[src/rtl/fetch_pkg.sv]
// Shared types and constants for the instruction fetch stage.
package fetch_pkg;

  typedef enum logic {
    StBoot,
    StRun
  } fetch_state_e;

  localparam logic [3:0]  COND_AL     = 4'hE;
  localparam logic [2:0]  OPC_BRANCH  = 3'b101;
  localparam logic [31:0] PC_STEP     = 32'd4;
  localparam logic [31:0] PIPE_OFFSET = 32'd8;

  // ARM B/BL target: PC reads as the instruction address plus 8, offset is in words.
  function automatic logic [31:0] branch_target(input logic [31:0] pc, input logic [31:0] inst);
    return pc + PIPE_OFFSET + {{6{inst[23]}}, inst[23:0], 2'b00};
  endfunction

endpackage

[src/rtl/fetch_branch_detect.sv]
// Recognises unconditional B/BL words and computes their target.
module fetch_branch_detect
  import fetch_pkg::*;
(
  input  logic [31:0] inst,
  input  logic [31:0] pc,
  output logic        is_uncond_branch,
  output logic [31:0] target
);

  // Condition must be AL; conditional branches stay with execute.
  always_comb begin
    is_uncond_branch = (inst[31:28] == COND_AL) && (inst[27:25] == OPC_BRANCH);
    target           = branch_target(pc, inst);
  end

endmodule

[src/rtl/fetch_unit.sv]
// Instruction fetch stage in front of a synchronous ROM.
// Optional early folding of unconditional branches: define FETCH_EARLY_BRANCH_EN.
module fetch_unit
  import fetch_pkg::*;
#(
  parameter logic [31:0] RESET_PC = 32'h0000_0000
) (
  input  logic        clk,
  input  logic        rst,
  output logic [31:0] rom_pc,
  input  logic [31:0] rom_inst,
  input  logic        stall,
  input  logic        redirect_valid,
  input  logic [31:0] redirect_pc,
  output logic        out_valid,
  output logic [31:0] out_inst,
  output logic [31:0] out_pc,
  output logic        out_pred_taken,
  output logic [31:0] fetch_count
);

  fetch_state_e state_q, state_d;
  logic [31:0]  req_pc_q;
  logic [31:0]  fetch_count_q;
  logic         br_hit;
  logic [31:0]  br_target;

`ifdef FETCH_EARLY_BRANCH_EN
  fetch_branch_detect u_branch_detect (
    .inst             (rom_inst),
    .pc               (req_pc_q),
    .is_uncond_branch (br_hit),
    .target           (br_target)
  );
`else
  assign br_hit    = 1'b0;
  assign br_target = '0;
`endif

  // Next fetch address in priority order, state advance and decode-facing outputs.
  always_comb begin
    state_d        = state_q;
    rom_pc         = RESET_PC;
    out_valid      = 1'b0;
    out_pred_taken = 1'b0;
    out_inst       = rom_inst;
    out_pc         = req_pc_q;

    out_valid      = (state_q == StRun) && !redirect_valid;
    out_pred_taken = out_valid && !stall && br_hit;

    if (redirect_valid) begin
      // Low address bits are forced to zero so the ROM always sees word addresses.
      rom_pc  = redirect_pc & ~32'h3;
      state_d = StRun;
    end else if (state_q == StBoot) begin
      rom_pc  = RESET_PC;
      state_d = StRun;
    end else if (stall) begin
      // Re-fetching the same word keeps the ROM output stable across the stall.
      rom_pc = req_pc_q;
    end else if (out_pred_taken) begin
      rom_pc = br_target;
    end else begin
      rom_pc = req_pc_q + PC_STEP;
    end
  end

  // State, requested address and accepted-instruction counter.
  always_ff @(posedge clk or posedge rst) begin
    if (rst) begin
      state_q       <= StBoot;
      req_pc_q      <= RESET_PC;
      fetch_count_q <= '0;
    end else begin
      state_q  <= state_d;
      req_pc_q <= rom_pc;
      if (out_valid && !stall) begin
        fetch_count_q <= fetch_count_q + 32'd1;
      end
    end
  end

  assign fetch_count = fetch_count_q;

endmodule

[config.mk]
export PLATFORM = sky130hd
export DESIGN_NAME = fetch_unit
export DESIGN_NICKNAME = d
export VERILOG_FILES = /design/src/rtl/fetch_pkg.sv /design/src/rtl/fetch_branch_detect.sv /design/src/rtl/fetch_unit.sv
export SDC_FILE = /design/constraint.sdc
export NUM_CORES = 1
export LEC_CHECK = 0
export CAP_MARGIN = 20
export CORE_MARGIN = 3
export CORE_UTILIZATION = 25
export CTS_BUF_LIST = sky130_fd_sc_hd__clkbuf_4 sky130_fd_sc_hd__clkbuf_8
export DETAILED_ROUTE_END_ITERATION = 8
export PLACE_DENSITY_LB_ADDON = 0.05
export SYNTH_ARGS = -nofsm -noshare
export SYNTH_HDL_FRONTEND = slang
export SYNTH_HIERARCHICAL = 1
export SYNTH_SLANG_ARGS = --single-unit
[constraint.sdc]
create_clock -name clk -period 2.4 [get_ports clk]
set_input_delay 0.48 -clock clk [delete_from_list [all_inputs] [get_ports clk]]
set_output_delay 0.48 -clock clk [all_outputs]
set_load 0.01 [all_outputs]
==> out/qor.txt, run 1 <==
Status: finished, violations left
Failing checks: negative setup slack
Clock Skews: 0.00540 ns
VDD IR-drop max: 0.343 mV
Startpoint Class: flop
Final hold vios: 0
Worst Path Required: 1.92 ns
Die span in x: 124 um
Worst hold margin: 0.481 ns
Clock tree root driver cell: clkbuf_8
GRT overflow: 0
Total CTS buffers: 9
Reg clk slew, reported paths: 0.07 ns
YS warnings: 6
Worst Setup End Kind: primary output
Port buffer count: 130
Nets: 616
Syn Area/Cell: 10.0 um2
Initial antenna violation count: 0
CP max stage delay: 0.38 ns
Synth top cells by count: 65 x dfrtp_1, 47 x nand2_1, 34 x xnor2_1
Ant diodes: 0
Detailed Route WL: 10.9 mm
First-pass GRT wire length: 17.2 mm
Layout cells sized above 1: 33.4%
Max cap viols: 0
Post-route clock period utilization: 109%
Worst-Margin Slew: 0.532 ns
Slew Limit Fails: 0
Yosys top cell area share: 47.1%
Syn-to-layout area delta: 66.1%
Sequential share of the synthesized area: 47.1%
Crit path DAT: 2.14 ns
Final Cell Area: 5740 um2
Hold depth: 1
Initial Util: 25.8%
# setup viols final: 18
Critical Path Stages: 9
Initial DRC count: 148
RSZ-0062 raised after global routing: true
PwrDens: 504 nW/um2
Most frequent cell after synthesis: dfrtp_1
Tmin final: 2.62 ns
CTS tree: done
Setup TNS after final layout: -2.55 ns
Placed instance area: 5260 um2
Critical path type: reg2out
Die Area: 15,300 um2
Total Routing Usage GR: 14.8%
Dominant register cell in the synthesized netlist: dfrtp_1
# clock sinks: 65
# IOs: 198
Synth unique cells: 34
Via count: 3,113
Std cell rows: 42
CTS Buffer Depth: 2
Cell Area, Synth: 3460 um2
HPWL after DPL: 8.10 mm
Asr flop ratio synth: 100%
FF+latch count, synth: 65
Average wire per standard cell: 14.9 um
Critical path cell sequence: ha_2 > nand3b_1 > buf_4 > or2_4 > buf_6 > nor3_4 > xnor2_1 > o21ai_1 > buf_2
Syn Inst Count: 344
Hold/Removal Path Class: reg2reg
DRC Markers: 0
Slowest cell on the critical path: dfrtp_1
Max FO, Critical Path: 3
Core ar.: 13,400 um2
Crit path buffers/inverters: 3
Die Y: 124 um
Vias in the first global route: 3,177
Pleak: 2.63 nW
Ranking of synthesized cells by area: dfrtp_1 47%, xnor2_1 8.6%, buf_4 7.2%
EDFF count, synth: 0
Pre-antenna DRT Iters: 4
Layout Cells excl Fill: 727
Synthesized net count: 414
FF-to-FF path depth: 11
DP Cell Count: 678
Layout Utilization: 42.8%
Rel. slew slack: 64.2%
Post-route ant nets: 0
Largest area contributor in the netlist: dfrtp_1
GPL Wtd Cong: 0.754
Peak Freq: 382 MHz
Fin worst setup slack: -0.220 ns
Clock Latency Late Sink: 0.35 ns
H-tree Lvls: 3
Crit path max-delay family: simple AND/OR/NAND/NOR gates
DR vias/cell: 4.28
CTS Hold Bufs: 0
Largest net degree at the start of global routing: 33
-- path summary, 6_finish.rpt --
kind / start / slack, ns / to
max: out_pc[2]$_DFF_PP0_ / -0.22 / rom_pc[14]
min: fetch_count[31]$_DFFE_PP0P_ / 0.48 / fetch_count[31]$_DFFE_PP0P_
max reg2reg: out_pc[2]$_DFF_PP0_ / 0.40 / out_pc[10]$_DFF_PP0_
min in group asynchronous: rst / 0.49 / fetch_count[29]$_DFFE_PP0P_
max in group asynchronous: rst / 1.36 / out_pc[6]$_DFF_PP0_
min reg2reg: fetch_count[31]$_DFFE_PP0P_ / 0.48 / fetch_count[31]$_DFFE_PP0P_
-- sequential cells by signal (all words and copies together), names as in the netlist --
| name | count |
|---|---|
| fetch_count | 32 |
| out_pc | 32 |
| state_q | 1 |
-- through the flow --
step	worst slack [ns]	power, mW
after floorplan	0.0806	1.55
after global placement	-0.942	1.94
after detailed placement	-1.01	1.94
after CTS	-0.263	2.95
after global routing	-0.422	3.08
final	-0.220	2.90
-- layout make-up --
cell class | instances | area [um2]
Multi-Input combinational cell | 233 | 1670
Sequential cell | 65 | 1630
Timing Repair Buffer | 234 | 2020
Fill cell | 1353 | 7660
Clock buffer | 13 | 160
Tap cell | 176 | 220
Clock inverter | 3 | 40.0
Inverter | 3 | 11.3
-- where the power goes --
| part | switching (mW) | internal [mW] | total, mW | leakage [nW] |
|---|---|---|---|---|
| Clock | 0.423 | 0.540 | 0.963 | 0.108 |
| Sequential | 0.0880 | 1.17 | 1.26 | 0.858 |
| Combinational | 0.284 | 0.389 | 0.673 | 1.67 |
| Total | 0.795 | 2.10 | 2.90 | 2.63 |
-- cell usage in the layout, fill, tap and decap left out, types with 4 or more instances in the layout --
cell	n
buf_2	22
nand3_1	22
nand3_2	4
and4_1	4
clkdlybuf4s50_1	96
xor2_1	24
clkbuf_2	4
o21ai_1	21
xnor2_1	34
buf_6	10
dlygate4sd2_1	7
nor2_1	6
nand4_1	17
clkbuf_8	10
o21ai_2	6
and3_1	11
nand2_1	45
dfrtp_1	65
buf_4	92
-- kinds of logic after synthesis --
group	synth area share [%]
AO/OA/AOI/OAI	4.42
XOR/XNOR	15.0
adder cells (fa/ha/maj)	0.724
buffers and inverters	8.65
flip-flops	47.1
multiplexers	0.615
other	0.217
AND/OR/NAND/NOR	23.4
-- what timing repair did --
item	CTS	global route
buffers inserted	22	11
hold endpoints to repair	0	0
setup endpoints to repair	33	26
pin swaps	20	24
resized for setup	159	26
-- routing by layer --
layer  part of all wire (%)  vias up  wire length [um]  GRT usage, %
met4                    1.1        0               122          4.36
met5                      0        -                 0             0
met3                    6.3       16               686          5.22
li1                       -     1547                 -             -
met1                     44     1469              4780          19.0
met2                     49       81              5280          23.5
No activity file was read; power rests on OpenSTA's default activity.
==> run 2, diff against run 1 <==
CORE_ASPECT_RATIO = 0.9   (was default)
PLACE_DENSITY_LB_ADDON = default   (was 0.05)
==> run 2 against run 1 <==
The run still ends with negative setup slack left. Combinational power up 7.7%. Sequential share of layout area down 0.75 points. Setup slack better by 0.044 ns. Die area about the same. Global-route usage down 0.093 points. Hold slack about the same. Power up 0.60%. Via count up 5.8%. Maximum frequency up 1.7%. Count of clock-buffer cells in the layout down 3. Critical path type unchanged. Largest power group unchanged.
==> out/qor.txt, run 2 (synthesized netlist as in run 1, its figures left out) <==
RSZ-0062 raised after global routing: true
Hold/Removal Path Class: reg2reg
Post-route ant nets: 0 (unchanged)
Max FO, Critical Path: 8 (+5)
Pre-antenna DRT Iters: 4 (unchanged)
Setup TNS after final layout: -1.81 ns (+0.740 ns)
Worst hold margin: 0.481 ns (+0.0000250 ns)
Die Area: 15,300 um2 (about the same)
GPL Wtd Cong: 0.835 (+11%)
Via count: 3,293 (+5.8%)
Syn-to-layout area delta: 70.8%
Slew Limit Fails: 0 (unchanged)
Layout cells sized above 1: 37.0% (+3.6 points)
Total Routing Usage GR: 14.7% (-0.093 points)
Peak Freq: 388 MHz (+1.7%)
Initial Util: 25.8% (about the same)
Critical path type: reg2out
DR vias/cell: 4.54 (+6.1%)
Clock Skews: 0.0111 ns (+0.00565 ns)
Tot Pwr: 2.91 mW (+0.60%)
Worst-Margin Slew: 0.548 ns (+0.0160 ns)
CTS tree: done
Largest net degree at the start of global routing: 66 (+100%)
Status: finished, violations left
Failing checks: negative setup slack
Fin worst setup slack: -0.176 ns (+0.0437 ns)
Worst Setup End Kind: primary output
Worst Path Required: 1.92 ns (about the same)
Nets: 622 (+0.97%)
Tmin final: 2.58 ns (-0.0437 ns)
Average wire per standard cell: 15.4 um (+2.8%)
Crit path DAT: 2.10 ns (-0.04 ns)
VDD IR-drop max: 0.395 mV (+15%)
PwrDens: 494 nW/um2 (-2.1%)
Post-route clock period utilization: 107% (-1.8 points)
Pleak: 2.70 nW (+2.6%)
Worst r2r src: out_pc[2]$_DFF_PP0_
Clock tree root driver cell: clkbuf_8
Ant diodes: 0 (unchanged)
FF-to-FF path depth: 13 (+2)
Std cell rows: 40 (-4.8%)
Fill cell count: 1,320 (-2.4%)
Hold depth: 1 (unchanged)
Hold wc startpoint: fetch_count[31]$_DFFE_PP0P_
Most frequent cells in the layout: 96 x clkdlybuf4s50_1, 96 x buf_4, 64 x dfrtp_1
Rel. slew slack: 63.2% (-1.1 points)
Destination of the worst hold path: fetch_count[31]$_DFFE_PP0P_
Reg clk slew, reported paths: 0.08 ns (about the same)
# clock sinks: 65 (unchanged)
CTS Buffer Depth: 2 (unchanged)
Die span in x: 130 um (+5.1%)
Final hold vios: 0 (unchanged)
Vias in the first global route: 3,429 (+7.9%)
# setup viols final: 20 (+2)
Port buffer count: 130 (unchanged)
Initial antenna violation count: 0 (unchanged)
H-tree Lvls: 3 (unchanged)
# IOs: 198 (unchanged)
Place WS: -1.00 ns (+0.00560 ns)
Startpoint Class: flop
Worst R2R Setup Slack: 0.39 ns (about the same)
GRT overflow: 0 (unchanged)
HPWL after DPL: 7.75 mm (-4.4%)
Layout Utilization: 44.0% (+1.2 points)
Initial DRC count: 158 (+6.8%)
Clock Latency Late Sink: 0.34 ns (about the same)
CTS Hold Bufs: 0 (unchanged)
First-pass GRT wire length: 18.1 mm (+5.1%)
Core ar.: 13,400 um2 (about the same)
Max cap viols: 0 (unchanged)
Total CTS buffers: 9 (unchanged)
DRC Markers: 0 (unchanged)
Reg2reg end: out_pc[19]$_DFF_PP0_
Detailed Route WL: 11.1 mm (+2.5%)
Die Y: 118 um (-4.9%)
-- run 2: cell types whose count changed in the layout (fill, tap and decap cells not counted), moves of 2 or more --
cell | before | now
nand3_1 | 22 | 17
o21ai_2 | 6 | 11
buf_2 | 22 | 26
buf_4 | 92 | 96
clkbuf_2 | 4 | 0
nand3_2 | 4 | 8
o21ai_1 | 21 | 17
clkbuf_4 | 3 | 0
xnor2_1 | 34 | 31
xnor2_2 | 0 | 3
clkinv_2 | 2 | 4
-- run 2: per-layer routing --
layer  GRT usage [%]  vias up  wire length [um]
met3            3.63       24               619
met5               0        -                 0
met2            23.9      104              5510
li1                -     1563                 -
met4            5.26        0               186
met1            18.8     1602              4820
-- run 2: power by group --
group / switching (mW) / internal (mW)
Combinational: 0.306 / 0.419
Sequential: 0.0872 / 1.17
Clock: 0.429 / 0.500
Total: 0.822 / 2.09
-- run 2: repair_timing --
item,in CTS,in global routing
buffers inserted,28,15
resized for setup,175,37
cloned,1,0
endpoints found under the setup margin,33,28
pin swaps,35,36
endpoints found under the hold margin,0,0
-- run 2: worst max-delay path by stage --
stage,slack (ns),to,startpoint
final,-0.18,rom_pc[20],out_pc[2]$_DFF_PP0_
after global routing,-0.33,rom_pc[26],out_pc[2]$_DFF_PP0_
after CTS,-0.21,rom_pc[26],out_pc[2]$_DFF_PP0_
after detailed placement,-1.00,rom_pc[26],stall
after global placement,-0.88,rom_pc[26],stall
after floorplan,0.08,rom_pc[26],out_pc[2]$_DFF_PP0_
-- run 2: cell type report --
| type | instances | area [um2] | area share [%] |
|---|---|---|---|
| Timing Repair Buffer | 240 | 2110 | 35.7 |
| Multi-Input combinational cell | 233 | 1750 | 29.7 |
| Sequential cell | 65 | 1630 | 27.6 |
| Tap cell | 168 | 210 | 3.56 |
| Clock buffer | 10 | 138 | 2.33 |
| Clock inverter | 6 | 57.6 | 0.975 |
| Inverter | 3 | 11.3 | 0.191 |
-- run 2: worst max-delay path, stage by stage, from the launching register on --
cell and delay [ns]:
dfrtp_1 0.36, ha_2 0.17, nand3b_1 0.11, buf_6 0.15, nor4_4 0.16, buf_6 0.19, buf_12 0.11, nand3_4 0.07
xor2_2 0.15, o21ai_2 0.14, buf_2 0.15
-- run 2: metrics by stage --
stage,area (um2),cells
after floorplan,3460,344
after global placement,5210,666
after detailed placement,5210,666
after CTS,5660,711
after global routing,5900,725
final,5900,725
